[src/rtl/uart_pkg.sv]
// Shared UART definitions: launch-sequencer state encoding and the default byte width.
package uart_pkg;

    localparam int UART_DATA_W = 8;

    typedef enum logic [1:0] {
        TXQ_IDLE,
        TXQ_LAUNCH,
        TXQ_WAIT_ACK,
        TXQ_WAIT_DONE
    } txq_state_t;

endpackage

[src/rtl/uart_tx_fifo_if.sv]
// Host-push and transmitter-handshake signals of the UART transmit queue.
interface uart_tx_fifo_if
    import uart_pkg::*;
#(
    parameter int DATA_W = UART_DATA_W,
    parameter int DEPTH  = 16
) ();

    logic                     wr_en;
    logic [DATA_W-1:0]        wr_data;
    logic                     flush;
    logic                     full;
    logic                     empty;
    logic [$clog2(DEPTH):0]   count;
    logic                     overflow;
    logic                     tx_busy;
    logic                     tx_send;
    logic [DATA_W-1:0]        tx_data;

    // Host logic plus transmitter: drives pushes and the busy handshake.
    modport master (
        output wr_en, wr_data, flush, tx_busy,
        input  full, empty, count, overflow, tx_send, tx_data
    );

    modport slave (
        input  wr_en, wr_data, flush, tx_busy,
        output full, empty, count, overflow, tx_send, tx_data
    );

endinterface

[src/rtl/sync_fifo.sv]
// Synchronous circular-buffer FIFO with explicit occupancy counter and registered flags.
module sync_fifo #(
    parameter int DATA_W = 8,
    parameter int DEPTH  = 16
) (
    input  logic                   clk,
    input  logic                   rstn,
    input  logic                   wr_en,
    input  logic [DATA_W-1:0]      wr_data,
    input  logic                   rd_en,
    input  logic                   flush,
    output logic [DATA_W-1:0]      rd_data,
    output logic                   full,
    output logic                   empty,
    output logic [$clog2(DEPTH):0] count,
    output logic                   overflow
);

    localparam int AW = $clog2(DEPTH);
    localparam int CW = AW + 1;
    localparam logic [CW-1:0] DEPTH_C = CW'(DEPTH);

    logic [DATA_W-1:0] mem [DEPTH];
    logic [AW-1:0]     wr_ptr;
    logic [AW-1:0]     rd_ptr;
    logic [CW-1:0]     count_next;
    logic              push;
    logic              pop;

    // A pop frees a slot in the same cycle, so a full FIFO can still take a byte.
    assign pop     = rd_en && !empty && !flush;
    assign push    = wr_en && !flush && (!full || pop);
    assign rd_data = mem[rd_ptr];

    // NOTE: every variable gets a default first so no path leaves it unassigned (no latch).
    always_comb begin
        count_next = count;
        if (push && !pop)
            count_next = count + CW'(1);
        else if (pop && !push)
            count_next = count - CW'(1);
    end

    // NOTE: storage has no reset; pointers and count make stale contents unreachable.
    always_ff @(posedge clk) begin
        if (push)
            mem[wr_ptr] <= wr_data;
    end

    // NOTE: sequential state uses non-blocking assignments only.
    always_ff @(posedge clk) begin
        if (!rstn) begin
            wr_ptr   <= '0;
            rd_ptr   <= '0;
            count    <= '0;
            full     <= 1'b0;
            empty    <= 1'b1;
            overflow <= 1'b0;
        end else begin
            overflow <= wr_en && !flush && full && !pop;
            if (flush) begin
                wr_ptr <= '0;
                rd_ptr <= '0;
                count  <= '0;
                full   <= 1'b0;
                empty  <= 1'b1;
            end else begin
                if (push)
                    wr_ptr <= wr_ptr + AW'(1);
                if (pop)
                    rd_ptr <= rd_ptr + AW'(1);
                count <= count_next;
                full  <= (count_next == DEPTH_C);
                empty <= (count_next == '0);
            end
        end
    end

endmodule

[src/rtl/uart_tx_fifo.sv]
// Transmit byte queue and launch sequencer: pops one byte, strobes tx_send, waits out the busy handshake.
module uart_tx_fifo
    import uart_pkg::*;
#(
    parameter int DATA_W      = UART_DATA_W,
    parameter int DEPTH       = 16,
    parameter int ACK_TIMEOUT = 8
) (
    input  logic           clk,
    input  logic           rstn,
    uart_tx_fifo_if.slave  bus
);

    localparam int TW = $clog2(ACK_TIMEOUT + 1);

    txq_state_t        state;
    txq_state_t        state_next;
    logic [TW-1:0]     ack_cnt;
    logic [TW-1:0]     ack_cnt_next;
    logic              pop;
    logic [DATA_W-1:0] head;

    sync_fifo #(
        .DATA_W (DATA_W),
        .DEPTH  (DEPTH)
    ) u_fifo (
        .clk      (clk),
        .rstn     (rstn),
        .wr_en    (bus.wr_en),
        .wr_data  (bus.wr_data),
        .rd_en    (pop),
        .flush    (bus.flush),
        .rd_data  (head),
        .full     (bus.full),
        .empty    (bus.empty),
        .count    (bus.count),
        .overflow (bus.overflow)
    );

    always_comb begin
        state_next   = state;
        ack_cnt_next = ack_cnt;
        pop          = 1'b0;
        case (state)
            // A busy transmitter (frame started elsewhere) or a flush holds off the pop.
            TXQ_IDLE: begin
                if (!bus.empty && !bus.tx_busy && !bus.flush) begin
                    pop        = 1'b1;
                    state_next = TXQ_LAUNCH;
                end
            end
            TXQ_LAUNCH: begin
                ack_cnt_next = '0;
                state_next   = TXQ_WAIT_ACK;
            end
            // On timeout the byte is treated as sent; it is not retried.
            TXQ_WAIT_ACK: begin
                if (bus.tx_busy)
                    state_next = TXQ_WAIT_DONE;
                else if (ack_cnt == TW'(ACK_TIMEOUT))
                    state_next = TXQ_IDLE;
                else
                    ack_cnt_next = ack_cnt + TW'(1);
            end
            TXQ_WAIT_DONE: begin
                if (!bus.tx_busy)
                    state_next = TXQ_IDLE;
            end
            default: state_next = TXQ_IDLE;
        endcase
    end

    always_ff @(posedge clk) begin
        if (!rstn) begin
            state       <= TXQ_IDLE;
            ack_cnt     <= '0;
            bus.tx_send <= 1'b0;
            bus.tx_data <= '0;
        end else begin
            state       <= state_next;
            ack_cnt     <= ack_cnt_next;
            bus.tx_send <= (state_next == TXQ_LAUNCH);
            if (pop)
                bus.tx_data <= head;
        end
    end

endmodule
[src/flat_wrapper.sv]
// flat-port wrapper written by rule: the top's interface ports become plain ports
module uart_tx_fifo_flat import uart_pkg::*;
#(
    parameter int DATA_W      = UART_DATA_W,
    parameter int DEPTH       = 16,
    parameter int ACK_TIMEOUT = 8
)
  (clk, rstn, bus_wr_en, bus_wr_data, bus_flush, bus_tx_busy, bus_full, bus_empty, bus_count, bus_overflow, bus_tx_send, bus_tx_data);
  uart_tx_fifo_if #(.DATA_W(DATA_W), .DEPTH(DEPTH)) bus_i ();
  input  logic clk;
  input  logic rstn;
  input wire logic [$bits(bus_i.wr_en)-1:0] bus_wr_en;
  input wire logic [$bits(bus_i.wr_data)-1:0] bus_wr_data;
  input wire logic [$bits(bus_i.flush)-1:0] bus_flush;
  input wire logic [$bits(bus_i.tx_busy)-1:0] bus_tx_busy;
  output wire logic [$bits(bus_i.full)-1:0] bus_full;
  output wire logic [$bits(bus_i.empty)-1:0] bus_empty;
  output wire logic [$bits(bus_i.count)-1:0] bus_count;
  output wire logic [$bits(bus_i.overflow)-1:0] bus_overflow;
  output wire logic [$bits(bus_i.tx_send)-1:0] bus_tx_send;
  output wire logic [$bits(bus_i.tx_data)-1:0] bus_tx_data;
  assign bus_i.wr_en = bus_wr_en;
  assign bus_i.wr_data = bus_wr_data;
  assign bus_i.flush = bus_flush;
  assign bus_i.tx_busy = bus_tx_busy;
  assign bus_full = bus_i.full;
  assign bus_empty = bus_i.empty;
  assign bus_count = bus_i.count;
  assign bus_overflow = bus_i.overflow;
  assign bus_tx_send = bus_i.tx_send;
  assign bus_tx_data = bus_i.tx_data;
  uart_tx_fifo #(.DATA_W(DATA_W), .DEPTH(DEPTH), .ACK_TIMEOUT(ACK_TIMEOUT)) u_core (.clk(clk), .rstn(rstn), .bus(bus_i));
endmodule
[config.mk]
export PLATFORM = sky130hd
export DESIGN_NAME = uart_tx_fifo_flat
export DESIGN_NICKNAME = d
export VERILOG_FILES = /design/src/rtl/uart_pkg.sv /design/src/rtl/uart_tx_fifo_if.sv /design/src/rtl/sync_fifo.sv /design/src/rtl/uart_tx_fifo.sv /design/src/flat_wrapper.sv
export SDC_FILE = /design/constraint.sdc
export NUM_CORES = 1
export LEC_CHECK = 0
export CORE_UTILIZATION = 60
export CTS_CLUSTER_SIZE = 25
export DETAILED_ROUTE_END_ITERATION = 6
export PLACE_DENSITY = 0.76
export SYNTH_ARGS = -nofsm -noshare
export SYNTH_HDL_FRONTEND = slang
export SYNTH_SLANG_ARGS = --single-unit
[constraint.sdc]
create_clock -name clk -period 4.4 [get_ports clk]
set_input_delay 1.1 -clock clk [delete_from_list [all_inputs] [get_ports clk]]
set_output_delay 1.1 -clock clk [all_outputs]
set_load 0.03 [all_outputs]
==> results by group, run 1 <==
Setup path
  • Slowest library cell on the worst path: or4_4
  • Worst Path Arrival: 3.61 ns
  • CP cell instances: clkdlybuf4s50_1 > or4_4 > a211oi_4 > nand2_1 > nor2_1
  • R2R depth: 4
  • Crit Path Max Fanout: 8
  • Reg2reg end: u_core.u_fifo.mem[15][1]
  • Worst Path Class, Setup: in -> reg
  • CP startpoint kind: primary input
  • Worst R2R Setup Slack: between 1.5 and 2 ns
  • Critical path data required time: 4.56 ns
  • Crit end category: flip-flop
  • Worst R2R Start: u_core.u_fifo.empty
  • CP max stage delay: 0.63 ns

Cells and area
  • Final net count: 435
  • Seq. cell area: 4470 µm²
  • Filler-free cell count of the finished design: 562
  • Multi-input logic area: 1780 µm²
  • Fill count: 634
  • Ant diodes: 0
  • Commonest non-fill, non-tap cell in the layout: edfxtp_1
  • Layout cells sized above 1: 0.195
  • Synthesis-to-layout area growth: 15.8%
  • Commonest cells after routing, fill and taps aside: edfxtp_1, mux4_2, dfxtp_1

STA
  • Post-route setup slack: between 0.9 and 1 ns
  • RSZ-0062 raised after global routing: no
  • Fmax: slightly below 300 MHz
  • Fin. Hold Viols: 0
  • Max_slew headroom: 0.467
  • Max-slew violation count: 0
  • Slew @ Worst Pin: 0.797 ns
  • Period utilization: 0.783
  • Clock Skew: 0.00971 ns
  • Period minus WS final: 3.44 ns
  • Setup TNS: 0 ns
  • Final setup violation count: 0

Synth
  • Synth warn: 0
  • Synth area leaders: edfxtp_1, mux4_2, dfxtp_1
  • Cells after Synth: ~370
  • Cell Area, Synth: 6360 µm²
  • Sequential cell area fraction in the yosys report: 0.702
  • Synth area leader: edfxtp_1
  • Synth Flop Type: edfxtp_1
  • Post-synth EDFFs: around 130
  • Number of library cell types mapped by synthesis: 52
  • Post-synth top area share: 0.604
  • Synth Register Bits: 159
  • Syn nets: ~400
  • Ys async rst share: 0
  • Average size of a mapped cell: 17.0 µm²

Placement
  • DP HPWL: 7970 µm
  • # port buffers: 29
  • Place WS: 0.397 ns
  • Post-placement cell count: 530
  • Final Wtd Congestion: 0.811

Routing
  • Final WL: 12800 µm
  • DR vias: around 3500
  • WL/cell: roughly 23 µm
  • DR vias/cell: 6.19
  • Routed Antenna Nets: 0
  • # DRC: 0
  • Initial DRT Pass Iterations: 5
  • Drt initial violations: 263

Power
  • Pleak: 2.37 nW
  • Pwr/cell area: 419 nW/µm²
  • Pwr Total: 3.09 mW
  • Peak supply drop: 0.360 mV

Flow run
  • Number of max-cap violations: 0

Global routing
  • Largest net degree at the start of global routing: 19
  • Gr busiest metal: met2
  • First-pass GRT wire length: 19700 µm
  • Initial antenna violation count: 0
  • GRT Total Usage: 0.255
  • Global route overflow: 0
  • Met3 Use GR: 0.0618
  • Number of global-route vias before repair: 3407
  • Met2 Resource Use GR: 0.377
  • Met1 Track Usage GR: 0.368

Clocking
  • Worst-Skew Late Latency: 0.53 ns
  • Post-CTS Hold Buffers: 0
  • Clk sink count: roughly 160
  • Inserted Clock Buffers: 17
  • Root Buffer: clkbuf_8
  • Post-CTS sizing: 0
  • H-tree levels: 4
  • CTS tree: built
  • Clock buffer depth: 2
  • Clock-pin slew on the worst setup and hold paths: 0.07 ns
  • Setup bufs post-CTS: 0

Hold path
  • Hold EP: u_core.bus.tx_data[1]
  • Hold crit path type: reg -> reg
  • Hold depth: 2
  • Hold wc startpoint: u_core.bus.tx_data[1]

Floorplan
  • I/O pin count: 30
  • Die W: 105 µm
  • Starting Density: 0.616
  • Die area: 11000 µm²
  • Die Span Y: 105 µm
  • Row cnt: 37
  • Core area: 10300 µm²

Run status
  • Run status: finished, final reports clean
worst max-delay path by stage:
stage,from,to,slack (ns),cells past startpoint
finish,bus_tx_busy,u_core.u_fifo.mem[15][1],0.96,5
global route,bus_tx_busy,u_core.u_fifo.mem[7][3],0.81,5
CTS,bus_tx_busy,u_core.u_fifo.mem[7][3],0.93,5
detailed placement,bus_tx_busy,u_core.u_fifo.mem[7][1],0.40,5
global placement,bus_tx_busy,u_core.u_fifo.mem[7][4],0.59,5
floorplan,bus_tx_busy,u_core.u_fifo.mem[3][0],1.16,4
power breakdown:
part	switching, mW	total, mW	internal, mW
registers	0.00498	1.63	1.63
logic	0.0532	0.0839	0.0307
clock network	0.648	1.37	0.723
per-stage QoR:
step | util | hold WS (ns) | cell area (µm²)
after floorplan | - | 0.492 | 6360
after global placement | 0.659 | 0.453 | 6810
after detailed placement | 0.659 | 0.462 | 6810
after CTS | 0.713 | 0.478 | 7360
after global routing | 0.713 | 0.501 | 7360
final | 0.713 | 0.478 | 7360
cell type report:
type | count | share of cell area
repair buffers | 38 | 0.0486
clock inverters | 15 | 0.0195
well taps | 136 | 0.0231
inverters | 9 | 0.00459
multi-input cells | 188 | 0.242
clock buffers | 17 | 0.0562
flip-flops and latches | 159 | 0.606
per-layer routing:
metal / part of all wire / vias up
met5: 0 / -
met4: 0.021 / 0
met3: 0.072 / 19
met2: 0.48 / 148
met1: 0.43 / 1746
li1: - / 1563
state kept, by name (all words and copies together) (netlist names), 2 cells and up:
name and count:
u_core.u_fifo.mem 128, u_core.bus.tx_data 8, u_core.u_fifo.count 5, u_core.ack_cnt 4
u_core.u_fifo.rd_ptr 4, u_core.u_fifo.wr_ptr 4, u_core.state 2
logic make-up after synthesis:
| family | share of synthesized area |
|---|---|
| AO/OA/AOI/OAI | 0.0525 |
| XOR/XNOR | 0.0163 |
| adder cells (fa/ha/maj) | 0.0177 |
| buffers and inverters | 0.0185 |
| flip-flops | 0.702 |
| multiplexers | 0.116 |
| AND/OR/NAND/NOR | 0.0767 |
worst max-delay path, delay by kind of cell:
family / cells / cell delay, ns
and+or+nand+nor: 3 / 1.50
AOI/OAI and AO/OA: 1 / 0.47
buffers and inverters: 1 / 0.52
synth_stat cells (3+ instances only):
master	n
a22o_1	8
buf_2	4
buf_1	5
a21oi_1	3
nor3_1	5
inv_1	9
nand3_1	9
nor2_1	27
nand4_1	5
a221oi_1	8
dfxtp_1	31
ha_1	9
clkbuf_1	7
xnor2_1	5
o21ai_0	10
nand2b_1	4
nor2b_1	3
xor2_1	5
nand2_1	17
mux4_2	32
and2_1	3
edfxtp_1	128
(Power assumes the default switching activity.)
==> run 2, diff against run 1 <==
--- a/config.mk
+++ b/config.mk
@@ -5,10 +5,10 @@
 export SDC_FILE = /design/constraint.sdc
 export NUM_CORES = 1
 export LEC_CHECK = 0
-export CORE_UTILIZATION = 60
+export CORE_UTILIZATION = 54
 export CTS_CLUSTER_SIZE = 25
 export DETAILED_ROUTE_END_ITERATION = 6
-export PLACE_DENSITY = 0.76
+export PLACE_DENSITY = 0.72
 export SYNTH_ARGS = -nofsm -noshare
 export SYNTH_HDL_FRONTEND = slang
 export SYNTH_SLANG_ARGS = --single-unit
==> constraint.sdc (replaced) <==
create_clock -name clk -period 3.14 [get_ports clk]
set_input_delay 0.785 -clock clk [delete_from_list [all_inputs] [get_ports clk]]
set_output_delay 0.785 -clock clk [all_outputs]
set_load 0.03 [all_outputs]
==> run 2 against run 1 <==
Net effect:
- via count barely moved
- sequential power is 40% higher
- global-route usage is 3.4 points lower
- first-iteration DRC count grew 11%
- clock-buffer cell count grew 2
- power grew 47%
- clock skew shrank 0.0011 ns
- critical endpoint is now u_core.u_fifo.mem[3][0]
- worst setup slack worse by 0.41 ns
- register-to-register slack worse by 0.90 ns
- critical path depth grew 1
- non-clock buffer count up 17
==> results by group, run 2 (synthesis results as in run 1) <==
Run status
  • Run status: finished, final reports clean (unchanged)

Flow run
  • Number of max-cap violations: 0 (unchanged)

Routing
  • Metal2 WL: 6390 µm (was 6090 µm)
  • DR vias: 3474 (was 3476)
  • DR vias/cell: 5.93 (was 6.19)
  • Drt initial violations: 293 (was 263)
  • # DRC: 0 (unchanged)
  • Top Metal Used: met4 (unchanged)
  • Final WL: 12300 µm (was 12800 µm)
  • Post-Route M1 WL: 5080 µm (was 5470 µm)
  • Routed Antenna Nets: 0 (unchanged)
  • Initial DRT Pass Iterations: 5 (unchanged)
  • WL/cell: 21.0 µm (was 22.7 µm)
  • Metal3 WL: 706 µm (was 921 µm)

Clocking
  • Post-CTS sizing: 0 (unchanged)
  • CTS tree: built (unchanged)
  • Setup bufs post-CTS: 0 (unchanged)
  • Post-CTS Hold Buffers: 0 (unchanged)
  • Clock buffer depth: 2 (unchanged)
  • Clock-pin slew on the worst setup and hold paths: 0.06 ns (was 0.07 ns)
  • Clk sink count: 159 (unchanged)
  • Worst-Skew Late Latency: 0.42 ns (was 0.53 ns)
  • H-tree levels: 4 (unchanged)
  • Root Buffer: clkbuf_16 (was clkbuf_8)
  • Inserted Clock Buffers: 17 (unchanged)

Cells and area
  • Most flop-heavy register: u_core.u_fifo.mem (unchanged)
  • Final net count: 452 (was 435)
  • Commonest cells after routing, fill and taps aside: edfxtp_1, mux4_2, dfxtp_1 (unchanged)
  • Ant diodes: 0 (unchanged)
  • Filler-free cell count of the finished design: 586 (was 562)
  • Final core utilization: 0.661 (was 0.713)
  • Multi-input logic area: 1780 µm² (unchanged)
  • Synthesis-to-layout area growth: 19.1% (was 15.8%)
  • Layout cells sized above 1: 0.221 (was 0.195)
  • Seq. cell area: 4470 µm² (unchanged)
  • Fill count: 763 (was 634)
  • Commonest non-fill, non-tap cell in the layout: edfxtp_1 (unchanged)
  • Max FFs per register: 128 (unchanged)
  • Biggest regs: u_core.u_fifo.mem (128), u_core.bus.tx_data (8), u_core.u_fifo.count (5) (unchanged)

Global routing
  • First-pass GRT wire length: 19600 µm (was 19700 µm)
  • Global route overflow: 0 (unchanged)
  • Largest net degree at the start of global routing: 19 (unchanged)
  • Number of global-route vias before repair: 3501 (was 3407)
  • GRT Total Usage: 0.221 (was 0.255)
  • Initial antenna violation count: 0 (unchanged)

Setup path
  • Crit Path Max Fanout: 8 (unchanged)
  • Worst R2R Start: u_core.u_fifo.rd_ptr[0] (was u_core.u_fifo.empty)
  • Slowest library cell on the worst path: or4_4 (unchanged)
  • Worst R2R Setup Slack: 0.82 ns (was 1.72 ns)
  • CP max stage delay: 0.54 ns (was 0.63 ns)
  • Crit end category: flip-flop (unchanged)
  • R2R depth: 4 (unchanged)
  • Critical path data required time: 3.27 ns (was 4.56 ns)
  • CP cell instances: clkdlybuf4s50_1 > or4_4 > a211oi_4 > nand2_1 > nor3_1 > buf_4 (was clkdlybuf4s50_1 > or4_4 > a211oi_4 > nand2_1 > nor2_1)
  • Worst Path Class, Setup: in -> reg (unchanged)
  • Reg2reg end: u_core.bus.tx_data[6] (was u_core.u_fifo.mem[15][1])
  • CP startpoint kind: primary input (unchanged)
  • Worst Path Arrival: 2.72 ns (was 3.61 ns)

Placement
  • # port buffers: 29 (unchanged)
  • Post-placement cell count: 554 (was 530)
  • DP HPWL: 7900 µm (was 7970 µm)
  • Final Wtd Congestion: 0.835 (was 0.811)

STA
  • Max-slew violation count: 0 (unchanged)
  • Slew @ Worst Pin: 0.749 ns (was 0.797 ns)
  • Fin. Hold Viols: 0 (unchanged)
  • Max_slew headroom: 0.500 (was 0.467)
  • Clock Skew: 0.00862 ns (was 0.00971 ns)
  • Period utilization: 0.827
  • RSZ-0062 raised after global routing: no (unchanged)
  • Final setup violation count: 0 (unchanged)
  • Fmax: 385 MHz
  • Setup TNS: 0 ns (unchanged)
  • Period minus WS final: 2.60 ns

Power
  • Peak supply drop: 0.358 mV (was 0.360 mV)
  • Pwr Total: 4.55 mW (was 3.09 mW)
  • Pwr/cell area: 601 nW/µm² (was 419 nW/µm²)
  • Pleak: 2.50 nW (was 2.37 nW)

Hold path
  • Hold depth: 2 (unchanged)
  • Hold wc startpoint: u_core.bus.tx_data[4] (was u_core.bus.tx_data[1])
  • Hold crit path type: reg -> reg (unchanged)
  • Hold EP: u_core.bus.tx_data[4] (was u_core.bus.tx_data[1])

Floorplan
  • Core area: 11500 µm² (was 10300 µm²)
  • Die area: 12200 µm² (was 11000 µm²)
  • Starting Density: 0.555 (was 0.616)
  • Die Span Y: 111 µm (was 105 µm)
  • Die W: 111 µm (was 105 µm)
  • I/O pin count: 30 (unchanged)
  • Row cnt: 39 (was 37)
==> run 2: per-stage QoR <==
stage	hold slack (ns)	setup WS [ns]	cell area, µm²
2_1_floorplan	0.492	0.219	6360
3_3_place_gp	0.456	0.122	6960
3_5_place_dp	0.463	0.119	6960
4_1_cts	0.477	0.552	7570
5_1_grt	0.490	0.432	7570
6_report	0.467	0.542	7570
==> run 2: worst max-delay path by stage <==
stage	start	endpoint	depth (start not counted)	slack (ns)
after floorplan	bus_tx_busy	u_core.u_fifo.mem[3][0]	4	0.22
after global routing	bus_tx_busy	u_core.u_fifo.mem[3][3]	6	0.43
final	bus_tx_busy	u_core.u_fifo.mem[3][0]	6	0.54
after detailed placement	bus_tx_busy	u_core.u_fifo.mem[3][0]	6	0.12
after CTS	bus_tx_busy	u_core.u_fifo.mem[3][1]	6	0.55
after global placement	bus_tx_busy	u_core.u_fifo.mem[3][4]	6	0.12
==> run 2: layout make-up <==
class,count,area share
clock buffers,19,0.0572
clock inverters,13,0.0246
inverters,9,0.00446
multi-input cells,188,0.235
flip-flops and latches,159,0.590
well taps,143,0.0236
repair buffers,55,0.0657
==> run 2: metal layers <==
layer  track usage  vias up
li1              -     1586
met1         0.286     1764
met3        0.0505       17
met2         0.366      107
met5             0        -
met4        0.0836        0
==> run 2: power breakdown <==
group	switching, mW	total, mW	internal, mW
logic	0.0731	0.120	0.0473
registers	0.00796	2.29	2.28
clock network	0.802	2.14	1.33
==> run 2: worst max-delay path: cells and delay by family <==
family                 cells  cell delay, ns
and+or+nand+nor            3            0.96
buffers and inverters      2            0.61
AOI/OAI and AO/OA          1            0.36
==> run 3, diff against run 2 <==
--- a/config.mk
+++ b/config.mk
@@ -5,10 +5,10 @@
 export SDC_FILE = /design/constraint.sdc
 export NUM_CORES = 1
 export LEC_CHECK = 0
-export CORE_UTILIZATION = 54
+export CORE_UTILIZATION = 60
 export CTS_CLUSTER_SIZE = 25
 export DETAILED_ROUTE_END_ITERATION = 6
-export PLACE_DENSITY = 0.72
+export PLACE_DENSITY = 0.76
 export SYNTH_ARGS = -nofsm -noshare
 export SYNTH_HDL_FRONTEND = slang
 export SYNTH_SLANG_ARGS = --single-unit
==> constraint.sdc (replaced) <==
create_clock -name clk -period 2.7 [get_ports clk]
set_input_delay 0.675 -clock clk [delete_from_list [all_inputs] [get_ports clk]]
set_output_delay 0.675 -clock clk [all_outputs]
set_load 0.03 [all_outputs]
==> run 3 against run 2 <==
Net effect:
- worst hold slack better by 0.0059 ns
- combinational power is 28% higher
- register-to-register slack worse by 0.36 ns
- non-clock buffer count is 10 higher
- worst setup slack worse by 0.28 ns
- die area is 9.8% lower
- global-route usage is 4.7 points higher
- utilization is 7.3 points higher
- critical path type is now reg -> out
- largest cell class unchanged
- largest power group unchanged
- highest routed layer unchanged
==> results by group, run 3 (synthesis results as in run 1) <==
Setup path
  • Crit Path Max Fanout: 9 (was 8)
  • CP bufs+invs: 1 (was 2)
  • Worst Path Arrival: 1.77 ns (was 2.72 ns)
  • CP max stage delay: 0.74 ns (was 0.54 ns)
  • Worst Path Class, Setup: reg -> out (was in -> reg)
  • Crit-path leading delay family: buffers and inverters (was simple AND/OR/NAND/NOR gates)
  • Crit end category: output port (was flip-flop)
  • Critical path data required time: 2.03 ns (was 3.27 ns)
  • Slowest library cell on the worst path: clkdlybuf4s50_1 (was or4_4)
  • CP startpoint kind: flip-flop (was primary input)
  • CP cell instances: clkdlybuf4s50_1 (was clkdlybuf4s50_1 > or4_4 > a211oi_4 > nand2_1 > nor3_1 > buf_4)

Cells and area
  • Ant diodes: 0 (unchanged)
  • Layout cells sized above 1: 0.247 (was 0.221)
  • Synthesis-to-layout area growth: 19.0% (was 19.1%)
  • Commonest cells after routing, fill and taps aside: edfxtp_1, buf_4, mux4_2 (was edfxtp_1, mux4_2, dfxtp_1)
  • Final net count: 462 (was 452)
  • Filler-free cell count of the finished design: 589 (was 586)
  • Most flop-heavy register: u_core.u_fifo.mem (unchanged)
  • Seq. cell area: 4470 µm² (unchanged)
  • Fill count: 612 (was 763)
  • Commonest non-fill, non-tap cell in the layout: edfxtp_1 (unchanged)
  • Max FFs per register: 128 (unchanged)
  • Final Cell Area: 7570 µm² (about the same)
  • Multi-input logic area: 1790 µm² (was 1780 µm²)
  • Biggest regs: u_core.u_fifo.mem (128), u_core.bus.tx_data (8), u_core.u_fifo.count (5) (unchanged)

Floorplan
  • Die area: 11000 µm² (was 12200 µm²)
  • Core area: 10300 µm² (was 11500 µm²)
  • Row cnt: 37 (was 39)
  • Die W: 105 µm (was 111 µm)
  • I/O pin count: 30 (unchanged)
  • Die Span Y: 105 µm (was 111 µm)
  • Starting Density: 0.616 (was 0.555)

Power
  • Sw Ratio: 0.226 (was 0.194)
  • Logic pwr share: 0.031 (was 0.026)
  • Net switching power: 1.13 mW (was 0.883 mW)
  • Internal: 3.89 mW (was 3.67 mW)
  • Pwr/cell area: 663 nW/µm² (was 601 nW/µm²)
  • Clk network pwr share: 0.439 (was 0.470)
  • Pleak: 2.52 nW (was 2.50 nW)
  • Pwr Total: 5.02 mW (was 4.55 mW)
  • Peak supply drop: 0.392 mV (was 0.358 mV)
  • Sequential share of power: 0.531 (was 0.504)

Clocking
  • Clock-pin slew on the worst setup and hold paths: 0.07 ns (was 0.06 ns)
  • Setup bufs post-CTS: 0 (unchanged)
  • Clk sink count: 159 (unchanged)
  • Root Buffer: clkbuf_8 (was clkbuf_16)
  • CTS tree: built (unchanged)
  • Worst-Skew Late Latency: 0.52 ns (was 0.42 ns)
  • Clock buffer depth: 2 (unchanged)
  • Inserted Clock Buffers: 17 (unchanged)
  • Post-CTS sizing: 0 (unchanged)
  • Post-CTS Hold Buffers: 0 (unchanged)
  • H-tree levels: 4 (unchanged)

Global routing
  • Initial antenna violation count: 0 (unchanged)
  • Number of global-route vias before repair: 3646 (was 3501)
  • Largest net degree at the start of global routing: 36 (was 19)
  • GRT Total Usage: 0.268 (was 0.221)
  • First-pass GRT wire length: 20800 µm (was 19600 µm)
  • Global route overflow: 0 (unchanged)

Placement
  • # port buffers: 29 (unchanged)
  • Area after DPL: 7030 µm² (was 6960 µm²)
  • Post-placement cell count: 557 (was 554)
  • DP HPWL: 8450 µm (was 7900 µm)
  • Final Wtd Congestion: 0.843 (was 0.835)

STA
  • Slew @ Worst Pin: 0.721 ns (was 0.749 ns)
  • RSZ-0062 raised after global routing: no (unchanged)
  • Max_slew headroom: 0.518 (was 0.500)
  • Setup TNS: 0 ns (unchanged)
  • Final setup violation count: 0 (unchanged)
  • Fmax: 410 MHz
  • Clock Skew: 0.00836 ns (was 0.00862 ns)
  • Max-slew violation count: 0 (unchanged)
  • Fin. Hold Viols: 0 (unchanged)
  • Period utilization: 0.904
  • Period minus WS final: 2.44 ns

Flow run
  • Number of max-cap violations: 0 (unchanged)

Routing
  • Drt initial violations: 365 (was 293)
  • Initial DRT Pass Iterations: 4 (was 5)
  • DR vias: 3706 (was 3474)
  • # DRC: 0 (unchanged)
  • DR vias/cell: 6.29 (was 5.93)
  • Routed Antenna Nets: 0 (unchanged)
  • WL/cell: 23.0 µm (was 21.0 µm)
  • Final WL: 13600 µm (was 12300 µm)

Run status
  • Run status: finished, final reports clean (unchanged)

Hold path
  • Hold crit path type: reg -> reg (unchanged)
## run 3: worst paths after layout
check,to,slack [ns],cells past startpoint,start
worst max-delay path,bus_count[0],0.26,1,u_core.u_fifo.count[0]
worst min-delay path,u_core.bus.tx_data[5],0.47,2,u_core.bus.tx_data[5]
worst max register to register,u_core.u_fifo.mem[1][6],0.46,5,u_core.u_fifo.empty
worst min register to register,u_core.bus.tx_data[5],0.47,2,u_core.bus.tx_data[5]
## run 3: power groups by stage
stage,Sequential [mW],Combinational [mW],Clock [mW]
floorplan,2.72,0.0579,0
global placement,2.72,0.150,0
detailed placement,2.72,0.153,0
CTS,2.66,0.154,2.22
global route,2.66,0.166,2.30
finish,2.66,0.154,2.20
## run 3: worst min-delay path: cells and delay by family (launching register included)
kind	cells	cell delay, ns
and+or+nand+nor	1	0.06
AOI/OAI and AO/OA	1	0.06
DFF	1	0.33
## run 3: cell type report
class / count / share of cell area
clock buffer: 18 / 0.0552
clock inverter: 14 / 0.0160
inverter: 9 / 0.00446
multi-input combinational: 188 / 0.236
sequential: 159 / 0.590
tap: 136 / 0.0225
timing repair buffer: 65 / 0.0757
## run 3: stage by stage
stage / util / hold slack (ns) / worst slack, ns
2_1_floorplan: - / 0.492 / -0.0752
3_3_place_gp: 0.681 / 0.455 / -0.174
3_5_place_dp: 0.681 / 0.466 / -0.224
4_1_cts: 0.733 / 0.480 / 0.249
5_1_grt: 0.733 / 0.504 / 0.180
6_report: 0.733 / 0.473 / 0.259
## run 3: routing by layer
layer	up-vias	track usage	wire [µm]
met5	-	0	0
li1	1612	-	-
met3	30	0.0780	1060
met4	0	0.131	392
met2	196	0.413	6590
met1	1868	0.353	5500
